## config.mk

```make
export PLATFORM = sky130hd
export DESIGN_NAME = tx_lane_scheduler
export DESIGN_NICKNAME = d
export VERILOG_FILES = /design/src/rtl/tx_lane_scheduler.sv
export SDC_FILE = /design/constraint.sdc
export NUM_CORES = 1
export LEC_CHECK = 0
export CORE_MARGIN = 2
export CORE_UTILIZATION = 25
export DETAILED_ROUTE_END_ITERATION = 7
export PLACE_DENSITY = 0.58
export SLEW_MARGIN = 20
export SYNTH_ARGS = -nofsm -noshare
export SYNTH_HDL_FRONTEND = slang
export SYNTH_SLANG_ARGS = --single-unit
```

## constraint.sdc

```tcl
create_clock -name clk_32f -period 7.7 [get_ports clk_32f]
set_input_delay 1.925 -clock clk_32f [delete_from_list [all_inputs] [get_ports clk_32f]]
set_output_delay 1.925 -clock clk_32f [all_outputs]
set_load 0.005 [all_outputs]
```

## src/rtl/tx_lane_scheduler.sv

```systemverilog
// Serializer byte-slot scheduler: COM training, then round-robin burst-limited arbitration; bytes load on slot boundaries and hold 8 cycles.
// Requesters wait for a one-cycle req_ready pulse. Optional TX_STATS_EN adds a saturating transmitted-byte counter.
module tx_lane_scheduler #(
  parameter int NUM_REQ    = 4,
  parameter int SYNC_BYTES = 4,
  parameter int MAX_BURST  = 4
) (
  input  logic                   clk_32f,
  input  logic                   reset_L,
  input  logic [NUM_REQ-1:0]     req_valid,
  input  logic [8*NUM_REQ-1:0]   req_data,
  output logic [NUM_REQ-1:0]     req_ready,
  output logic [7:0]             data_out,
  output logic                   valid_out,
  output logic [2:0]             grant_id,
  output logic                   link_up,
  output logic [15:0]            tx_byte_count
);

  typedef enum logic [1:0] {SYNC, IDLE, BURST} state_t;

  state_t      state, state_nxt;
  logic [2:0]  slot_cnt;
  logic [3:0]  sync_cnt, sync_nxt;
  logic [2:0]  last_grant, last_nxt;
  logic [3:0]  burst_cnt, burst_nxt;
  logic [7:0]  data_nxt;
  logic        valid_nxt;
  logic [2:0]  grant_nxt;
  logic        link_nxt;
  logic        boundary;
  logic [7:0]  vld_pad;
  logic [63:0] data_pad;
  logic        win_vld;
  logic [2:0]  win_id;
  logic [3:0]  idx;
  logic        take_vld;
  logic [2:0]  take_id;

  assign boundary = (slot_cnt == 3'd7);
  assign vld_pad  = 8'(req_valid);
  assign data_pad = 64'(req_data);

  // Rotating search starting after last_grant, so the current holder is examined last.
  always_comb begin
    win_vld = 1'b0;
    win_id  = 3'd0;
    idx     = 4'd0;
    for (int k = 1; k <= NUM_REQ; k++) begin
      idx = {1'b0, last_grant} + 4'(k);
      if (idx >= 4'(NUM_REQ)) idx = idx - 4'(NUM_REQ);
      if (!win_vld && vld_pad[idx[2:0]]) begin
        win_vld = 1'b1;
        win_id  = idx[2:0];
      end
    end
  end

  always_comb begin
    state_nxt = state;
    sync_nxt  = sync_cnt;
    last_nxt  = last_grant;
    burst_nxt = burst_cnt;
    data_nxt  = data_out;
    valid_nxt = valid_out;
    grant_nxt = grant_id;
    link_nxt  = link_up;
    take_vld  = 1'b0;
    take_id   = win_id;
    if (boundary) begin
      case (state)
        SYNC: begin
          data_nxt  = 8'hBC;
          valid_nxt = 1'b0;
          sync_nxt  = sync_cnt + 4'd1;
          if (sync_cnt == 4'(SYNC_BYTES - 1)) begin
            state_nxt = IDLE;
            link_nxt  = 1'b1;
          end
        end
        IDLE, BURST: begin
          if (state == BURST && vld_pad[grant_id] && burst_cnt < 4'(MAX_BURST)) begin
            take_vld  = 1'b1;
            take_id   = grant_id;
            burst_nxt = burst_cnt + 4'd1;
          end else if (win_vld) begin
            take_vld  = 1'b1;
            take_id   = win_id;
            burst_nxt = 4'd1;
            last_nxt  = win_id;
            grant_nxt = win_id;
            state_nxt = (MAX_BURST == 1) ? IDLE : BURST;
          end else begin
            state_nxt = IDLE;
          end
          data_nxt  = take_vld ? data_pad[{take_id, 3'b000} +: 8] : 8'hBC;
          valid_nxt = take_vld;
        end
        default: state_nxt = SYNC;
      endcase
    end
  end

  always_comb begin
    for (int i = 0; i < NUM_REQ; i++) begin
      req_ready[i] = take_vld && (take_id == 3'(i));
    end
  end

  always_ff @(posedge clk_32f or negedge reset_L) begin
    if (!reset_L) begin
      slot_cnt   <= 3'd0;
      state      <= SYNC;
      sync_cnt   <= 4'd0;
      last_grant <= 3'(NUM_REQ - 1);
      burst_cnt  <= 4'd0;
      data_out   <= 8'hBC;
      valid_out  <= 1'b0;
      grant_id   <= 3'd0;
      link_up    <= 1'b0;
    end else begin
      slot_cnt   <= slot_cnt + 3'd1;
      state      <= state_nxt;
      sync_cnt   <= sync_nxt;
      last_grant <= last_nxt;
      burst_cnt  <= burst_nxt;
      data_out   <= data_nxt;
      valid_out  <= valid_nxt;
      grant_id   <= grant_nxt;
      link_up    <= link_nxt;
    end
  end

`ifdef TX_STATS_EN
  always_ff @(posedge clk_32f or negedge reset_L) begin
    if (!reset_L) begin
      tx_byte_count <= 16'h0000;
    end else if (take_vld && tx_byte_count != 16'hFFFF) begin
      tx_byte_count <= tx_byte_count + 16'd1;
    end
  end
`else
  assign tx_byte_count = 16'h0000;
`endif

endmodule

```

Word level (Yosys, flattened, before mapping)
Index checks and enable logic that the tools add are counted.
{"block": "word_totals", "regBits": 29, "latchBits": 0, "mem_bits_rw": 0, "romBits": 0, "inputBits": 38, "out_inout_bits": 33, "elab_cells": 106, "n_memories": 0}
{"block": "classes", "n_addsub": 11, "mul": 0, "n_div": 0, "n_lt_le_gt_ge": 10, "eq_ne": 9, "n_shift": 1, "n_mux": 42, "bitwise_logic": 1, "n_reduce_logical": 23}
{"cell": "variable part select 64 x 7 -> 8 bit", "n": 1}
{"cell": "2-to-1 mux 3 bit", "n": 13}
{"cell": "< comparator 3 x 4 -> 1 bit (second input constant)", "n": 5}
{"cell": ">= comparator 4 x 3 -> 1 bit (second input constant)", "n": 4}
{"cell": "one-hot mux 8 bit (2 select lines)", "n": 1}
{"cell": "binary-select mux 1 bit (select 3 bit)", "n": 5}
{"cell": "2-to-1 mux 1 bit", "n": 15}
{"cell": "subtractor 3 bit (second input constant)", "n": 4}
{"cell": "logical AND 1 bit", "n": 9}
{"cell": "AND reduction 3 bit", "n": 3}
{"cell": "adder 3 x 2 -> 4 bit (second input constant)", "n": 2}
{"cell": "adder 4 x 1 -> 4 bit (second input constant)", "n": 2}
{"cell": "2-to-1 mux 4 bit", "n": 2}
{"cell": "2-to-1 mux 8 bit", "n": 1}
{"cell": "== test 3 x 2 -> 1 bit (second input constant)", "n": 2}
{"cell": "2-to-1 mux 2 bit", "n": 3}
{"cell": "adder 3 x 1 -> 4 bit (second input constant)", "n": 1}
{"cell": "adder 3 x 3 -> 4 bit (second input constant)", "n": 1}
{"cell": "== test 4 x 2 -> 1 bit (second input constant)", "n": 1}
{"cell": "< comparator 4 x 3 -> 1 bit (second input constant)", "n": 1}
{"cell": "inequality test 2 bit (second input constant)", "n": 2}
{"cell": "one-hot mux 2 bit (2 select lines)", "n": 1}
{"cell": "AND reduction 2 bit", "n": 2}
{"cell": "AND reduction 4 bit", "n": 1}
{"cell": "12 further kinds", "n": 15}

Depth between registers and ports, before layout
Gate-level depths: netlist of the first run.
{"block": "logic_depth", "word_depth": 22, "ltp_mapped": 12, "ltp_nobuf": 8}

Worst setup path before layout of the first run
OpenSTA, ideal clock, no wires.
{"block": "synth_timing", "path_type": "input port to output port", "start": "input port req_valid[1]", "end": "output port req_ready[2]", "t_arrival_ns": 3.543, "t_required_ns": 5.775, "path_slack_ns": 2.232, "cell_stages": 7, "path_cell_list": "buf_6 > mux4_2 > a2111oi_2 > o21ai_1 > a31o_4 > and2_2 > nor3_1"}
{"block": "synth_via", "elab_chain_len": 19, "elab_cells_between_ends": 39, "cone_classes": "1 x eq/ne; 29 x mux; 9 x reduce/logical"}
{"item": "start: declaration", "line": "10", "source": "input logic [NUM_REQ-1:0] req_valid,"}
{"item": "binary-select mux 1 bit (select 3 bit)", "line": "52", "source": "if (!win_vld && vld_pad[idx[2:0]]) begin"}
{"item": "2-to-1 mux 1 bit (implied by the code)", "line": "52"}
{"item": "2-to-1 mux 1 bit", "line": "52"}
{"item": "zero test 1 bit", "line": "52"}
{"item": "logical AND 1 bit", "line": "52"}
{"item": "2-to-1 mux 1 bit", "line": "52"}
{"item": "zero test 1 bit", "line": "52"}
{"item": "logical AND 1 bit", "line": "52"}
{"item": "[3 not listed]"}
{"item": "2-to-1 mux 3 bit / 2-to-1 mux 1 bit (equally long branches)", "line": "52"}
{"item": "2-to-1 mux 3 bit / 2-to-1 mux 1 bit (equally long branches)", "line": "82, 86"}
{"item": "2-to-1 mux 3 bit / 2-to-1 mux 1 bit (equally long branches)", "line": "71, 82"}
{"item": "2-to-1 mux 3 bit / 2-to-1 mux 1 bit (equally long branches)", "line": "70, 71"}
{"item": "2-to-1 mux 3 bit / 2-to-1 mux 1 bit (equally long branches)", "line": "71, 70"}
{"item": "2-to-1 mux 3 bit / 2-to-1 mux 1 bit (equally long branches)", "line": "70, 71"}
{"item": "== test 3 x 2 -> 1 bit / 2-to-1 mux 1 bit (equally long branches)", "line": "106, 70"}
{"item": "logical AND 1 bit (*)", "line": "106", "source": "req_ready[i] = take_vld && (take_id == 3'(i));"}
{"item": "end: declaration", "line": "12", "source": "output logic [NUM_REQ-1:0] req_ready,"}
Every way passes the cells marked *; elsewhere a longest branch is shown, timed or not. The select of a mux whose other input is x is not followed.

Worst setup path after layout of the first run
{"block": "layout_timing", "start": "input port req_valid[1]", "end": "output port req_ready[3]"}
Same word-level chain as after synthesis.

==> summary.md, run 1 <==
| Metric | Value |
|---|---|
| Category of cells accounting for the largest share of critical-path delay | buffers and inverters |
| Resize count post-CTS | 0 |
| Fraction of the yosys area taken by sequential cells | 33.3% |
| Num CTS Buffers | 3 |
| Layout cells sized above 1 | 15.2% |
| ANT cells | 0 |
| Clock Pin Slew Worst Setup and Hold Paths | 0.10 ns |
| Number of synthesized flops with an enable pin | 0 |
| Maxcap violations | 0 |
| Hold Fails Final Rpt | 0 |
| FP Rows | 33 |
| Number of setup buffers added after CTS | 0 |
| Total gr overflow | 0 |
| Top-level I/O count | 71 |
| Cell-by-cell listing of the critical path | clkdlybuf4s50_1 > mux2_2 > o21ai_1 > o32ai_1 > o31ai_4 > nand3_1 > nor2_1 > clkdlybuf4s50_1 |
| Placed Cells incl. Taps | 358 |
| Average cell area after synthesis | 10.3 um^2 |
| Total Neg Setup Slack | 0 ns |
| Horizontal die dimension | 96.3 um |
| Peak supply drop | 0.0762 mV |
| TritonCTS clock tree | yes |
| Critical path fanouts, max | 10 |
| Residual DRC count | 0 |
| DRC violation total after the first TritonRoute iteration | 88 |
| Number of global-route vias before repair | 1643 |
| Maximum clock skew at final layout | 0.00777 ns |
| Total of endpoints with negative setup slack in the final report | 0 |
| First-pass GRT wire length | 7650 um |
| Clock tree sinks | 28 |
| CP Data Arrival Time | 4.71 ns |
| Quantity of hold-fixing buffers added after cts | 0 |
| Post-Syn Instances | 207 |
| DR vias/cell | 4.69 |
| Overall Global Routing Usage | 10.6% |
| Path type of the worst min-delay path | flop to flop |
| Post-route fraction of the period consumed by the critical path | 86.1% |
| Commonest cells in the netlist | 21 x dfrtp_1, 20 x nand2_1, 17 x buf_4, 17 x mux2i_1, 13 x nor2_1 |
| Clock latency on the worst-skew pair | 0.28 ns |
| Count of buffers inserted at the top-level ports | 54 |
| Layout area overhead | 27.9% |
| Cell with the biggest individual delay on the critical path | clkdlybuf4s50_1 |
| Weighted congestion at the end of routability-driven global placement | 0.886 |
| Average detailed-routed wire length per instance | 13.9 um |
| Final HPWL DP | 3950 um |
| Initial antenna violation count | 0 |
| CTS max path bufs | 2 |
| Routed wire length | 5040 um |
| Ys Warns | 0 |
| Cell seen most often among critical-path stages | clkdlybuf4s50_1 |
| LEAKAGE | 0.00115 uW |
| Clock root buffer | clkbuf_8 |
| Antenna Violating Nets Remaining | 0 |
| Worst max-slew margin expressed relative to the limit | 54.6% |
| Final-layout worst hold slack | 0.427 ns |
| Final max-slew violation count | 0 |
| Pin slew with the least headroom to its limit | 0.672 ns |
| Starting Density | 25.9% |
| CP bufs+invs | 2 |
| Most numerous cell in the Yosys netlist | dfrtp_1 |
| Critical path capture point type | output port |
| Run status | finished, final reports clean |
| Share of the synthesized area in the top cell type | 24.7% |
| CTS H-tree lvls | 1 |
| Largest net degree at the start of global routing | 29 |
| Main area contributors after synthesis | dfrtp_1 25%, dfstp_2 8.6%, mux2i_1 8.0% |
| Cell taking the most area after synthesis | dfrtp_1 |
| Share of synthesized registers carrying an async set or reset | 100% |
| Tmin final | 6.63 ns |
| Mapped Area | 2130 um^2 |
| Die height | 96.3 um |
| Filler-free cell count of the finished design | 362 |
| Commonest register cell after synthesis | dfrtp_1 |
| Area of the core | 8220 um^2 |
| Worst endpoint required time | 5.78 ns |
| Maximum single-stage delay on the critical path | 0.56 ns |
| Number of synthesized register bits | 28 |
| Pwr Density | 193 nW/um^2 |
| Crit path launch type | input port |
| First-pass iteration count of the detailed router | 5 |
| Type of the worst setup path | input port to output port |
| Fmax | 0.151 GHz |
| Area of the die | 9270 um^2 |
| Via count | 1696 |
| Unrepaired setup endpoints after global routing | no |
| Count of nets after finishing | 305 |
| Yosys cell types | 58 |
registers in the layout, summed over array words and instances (netlist names):
signal / count
data_out: 8
burst_cnt: 4
slot_cnt: 3
valid_out: 1
grant_id: 3
last_grant: 2
link_up: 1
state: 2
sync_cnt: 4
placed cells by master, fill, tap and decap left out, types with 2 or more instances in the layout:
cell	count
clkdlybuf4s50_1	54
dfrtp_1	21
nand2_1	20
mux2i_1	17
conb_1	16
nor2_1	13
nand3_1	9
ha_1	9
inv_1	8
mux2_2	8
dfstp_2	7
o21ai_0	6
a221oi_2	5
a21oi_1	4
nor2b_1	3
and2_1	3
nor3_1	3
o221ai_1	3
clkbuf_8	3
o21ai_1	2
o21bai_1	2
mux4_2	2
a32oi_1	2
and2_2	2
or3_1	2
xnor2_1	2
buf_4	2
final cells by class:
type / instances / area (um^2)
fillers: 844 / 5490
multi-input cells: 161 / 1230
flip-flops and latches: 28 / 709
repair buffers: 56 / 556
well taps: 105 / 131
clock buffers: 3 / 41.3
clock inverters: 1 / 30.0
inverters: 8 / 30.0
where the power goes:
group	leakage [uW]	switching, uW	internal [uW]
clock	0.0000357	46.8	69.7
sequential	0.000335	18.6	166
combinational	0.000782	110	114
metal layers:
layer	vias to the layer above	wire length (um)	track usage, %
li1	827	-	-
met1	814	2130	12.8
met2	46	2600	18.6
met3	9	247	2.82
met4	0	68	2.58
met5	-	0	0
metrics by stage:
stage                     setup WS, ns  total power (uW)  instance area, um^2  utilization (%)
after floorplan                   2.23               357                 2190                -
after global placement            1.06               412                 2650             32.3
after detailed placement          1.07               414                 2650             32.3
after CTS                         1.07               531                 2720             33.2
after global routing             0.945               561                 2720             33.2
final                             1.07               525                 2720             33.2
worst paths after layout:
path                          startpoint      endpoint  slack [ns]  cells after the start
max in group asynchronous        reset_L   data_out[5]        5.36                      2
max                         req_valid[1]  req_ready[3]        1.07                      8
min                          slot_cnt[0]   slot_cnt[0]        0.43                      1
min reg2reg                  slot_cnt[0]   slot_cnt[0]        0.43                      1
min in group asynchronous        reset_L   grant_id[1]        2.03                      2
max reg2reg                last_grant[0]   data_out[1]        4.38                      9
logic make-up after synthesis:
logic type | count (synthesis) | synth area share [%]
simple gates | 63 | 14.7
other cells | 1 | 0.176
xor+xnor | 3 | 1.23
fa+ha+maj | 9 | 5.29
mux | 28 | 15.6
buf+inv | 33 | 12.2
compound gates | 42 | 17.5
flops | 28 | 33.3
Note: power is estimated with default switching activity, not from simulation.
==> run 2: changes to the inputs <==
--- a/config.mk
+++ b/config.mk
@@ -5,6 +5,7 @@
 export SDC_FILE = /design/constraint.sdc
 export NUM_CORES = 1
 export LEC_CHECK = 0
+export CORE_ASPECT_RATIO = 1.25
 export CORE_MARGIN = 2
 export CORE_UTILIZATION = 25
 export DETAILED_ROUTE_END_ITERATION = 7
==> summary.md, run 2 (synthesis gave the netlist of run 1 again) <==
| Metric | Value |
|---|---|
| Run status | finished, final reports clean |
| Sequential standard cell area | 709 um^2 (unchanged) |
| Cell with the biggest individual delay on the critical path | clkdlybuf4s50_1 |
| Setup slack at placement | 1.12 ns (+0.0523 ns) |
| Fmax | 0.151 GHz (+0.35%) |
| Placed Cells incl. Taps | 350 (-2.2%) |
| First-pass iteration count of the detailed router | 5 (unchanged) |
| Starting Density | 25.8% (-0.075 points) |
| Via count | 1663 (-1.9%) |
| Average detailed-routed wire length per instance | 13.6 um (-2.1%) |
| Filler-free cell count of the finished design | 354 (-2.2%) |
| Antenna Violating Nets Remaining | 0 (unchanged) |
| Type of the worst setup path | input port to output port |
| CTS H-tree lvls | 1 (unchanged) |
| Number of global-route vias before repair | 1577 (-4.0%) |
| Final HPWL DP | 3720 um (-5.7%) |
| DRC violation total after the first TritonRoute iteration | 62 (-30%) |
| Launch instance of the worst register-to-register path | last_grant[0] |
| DR vias/cell | 4.70 (+0.27%) |
| Maximum single-stage delay on the critical path | 0.63 ns (+0.07 ns) |
| Area of the core | 8240 um^2 (+0.29%) |
| Hold Fails Final Rpt | 0 (unchanged) |
| Launch instance of the worst min-delay path | slot_cnt[0] |
| Peak supply drop | 0.0788 mV (+3.4%) |
| Layout area overhead | 26.2% |
| Total Neg Setup Slack | 0 ns (unchanged) |
| Instance area after placement | 2640 um^2 (-0.38%) |
| Count of buffers inserted at the top-level ports | 54 (unchanged) |
| Clock tree sinks | 28 (unchanged) |
| Unrepaired setup endpoints after global routing | no |
| TritonCTS clock tree | yes |
| Final WS setup | 1.09 ns (+0.0231 ns) |
| Number of setup buffers added after CTS | 0 (unchanged) |
| Critical path fanouts, max | 10 (unchanged) |
| LEAKAGE | 0.00114 uW (-1.1%) |
| Largest register FFs | 8 (unchanged) |
| End point of the most critical hold path | slot_cnt[0] |
| Cell seen most often among critical-path stages | clkdlybuf4s50_1 |
| Largest regs | data_out: 8 flops, burst_cnt: 4 flops, sync_cnt: 4 flops |
| Num CTS Buffers | 3 (unchanged) |
| ANT cells | 0 (unchanged) |
| Worst max-slew margin expressed relative to the limit | 53.1% (-1.5 points) |
| CTS max path bufs | 2 (unchanged) |
| Overall Global Routing Usage | 10.3% (-0.32 points) |
| Residual DRC count | 0 (unchanged) |
| Clock root buffer | clkbuf_8 |
| First-pass GRT wire length | 7730 um (+1.2%) |
| Horizontal die dimension | 86.6 um (-10%) |
| Top-level I/O count | 71 (unchanged) |
| Final std cell area, no fill | 2690 um^2 (-1.3%) |
| Pwr Density | 183 nW/um^2 (-4.9%) |
| Layout filler cell count | 858 (+1.7%) |
| Pin slew with the least headroom to its limit | 0.694 ns (+0.0222 ns) |
| Register name with the most flops | data_out |
| Weighted congestion at the end of routability-driven global placement | 0.815 (-8.0%) |
| FP Rows | 37 (+12%) |
| Hold depth | 1 (unchanged) |
| Post-route fraction of the period consumed by the critical path | 85.8% (-0.30 points) |
| Worst endpoint required time | 5.78 ns (about the same) |
| Quantity of hold-fixing buffers added after cts | 0 (unchanged) |
| Clock latency on the worst-skew pair | 0.27 ns (about the same) |
| Count of nets after finishing | 305 (unchanged) |
| Total gr overflow | 0 (unchanged) |
| Clock Pin Slew Worst Setup and Hold Paths | 0.10 ns (about the same) |
| Final max-slew violation count | 0 (unchanged) |
| Commonest cells after routing, fill and taps aside | 54 x clkdlybuf4s50_1, 21 x dfrtp_1, 20 x nand2_1 |
| Number of cells on the worst reg-to-reg path | 7 (-2) |
| Resize count post-CTS | 0 (unchanged) |
| Combined area of the multi-input logic cells | 1230 um^2 (unchanged) |
| Initial antenna violation count | 0 (unchanged) |
| Crit path launch type | input port |
| Most common cell after layout, fill and taps aside | clkdlybuf4s50_1 |
| Capture instance of the worst register-to-register path | grant_id[0] |
| Largest net degree at the start of global routing | 29 (unchanged) |
| Maxcap violations | 0 (unchanged) |
| Area of the die | 9280 um^2 (about the same) |
| CP Data Arrival Time | 4.68 ns (-0.03 ns) |
| Maximum clock skew at final layout | 0.00517 ns (-0.00259 ns) |
| Path type of the worst min-delay path | flop to flop |
| Routed wire length | 4830 um (-4.2%) |
| Layout cells sized above 1 | 14.8% (-0.39 points) |
| Tmin final | 6.61 ns (-0.0231 ns) |
| Worst reg-to-reg setup slack | 4.58 ns (+0.20 ns) |
| Total of endpoints with negative setup slack in the final report | 0 (unchanged) |
| Post-route total power | 492 uW (-6.2%) |
| Die height | 107 um (+11%) |
| Cell-by-cell listing of the critical path | clkdlybuf4s50_1 > or3b_1 > a2111oi_2 > o21ai_1 > a31o_4 > and2_2 > nor3_1 > clkdlybuf4s50_1 |
| Critical path capture point type | output port |
[run 2: worst max-delay path: cells and delay by family]
kind            cells  cell delay, ns
simple gates        3            0.80
compound gates      3            0.79
buf+inv             2            1.16
[run 2: final cells by class]
cell class | count | share of cell area, %
multi-input combinational | 161 | 45.6
sequential | 28 | 26.4
timing repair buffer | 56 | 20.7
tap | 97 | 4.52
clock buffer | 4 | 1.68
inverter | 8 | 1.12
[run 2: metrics by stage]
step	utilization (%)	hold WS [ns]
after floorplan	-	0.401
after global placement	32.1	0.421
after detailed placement	32.1	0.428
after CTS	32.6	0.443
after global routing	32.6	0.482
final	32.6	0.440
[run 2: worst max-delay path by stage]
stage / startpoint / to / slack, ns / cells past startpoint
global route: req_valid[2] / req_ready[2] / 0.93 / 8
CTS: req_valid[3] / req_ready[2] / 1.09 / 8
finish: req_valid[2] / req_ready[2] / 1.09 / 8
floorplan: req_valid[1] / req_ready[2] / 2.23 / 7
detailed placement: req_valid[3] / req_ready[2] / 1.12 / 8
global placement: req_valid[2] / req_ready[2] / 1.11 / 8
[run 2: routing by layer]
metal / wire length, um / global-route usage [%]
met3: 304 / 2.00
met4: 51 / 2.46
met1: 2350 / 15.1
met2: 2130 / 15.4
met5: 0 / 0
[run 2: power breakdown]
part | internal [uW] | switching [uW] | leakage (uW) | total, uW
logic | 114 | 112 | 0.000782 | 226
clock network | 37.1 | 45.2 | 0.0000228 | 82.3
registers | 166 | 18.3 | 0.000335 | 184
total | 317 | 176 | 0.00114 | 492
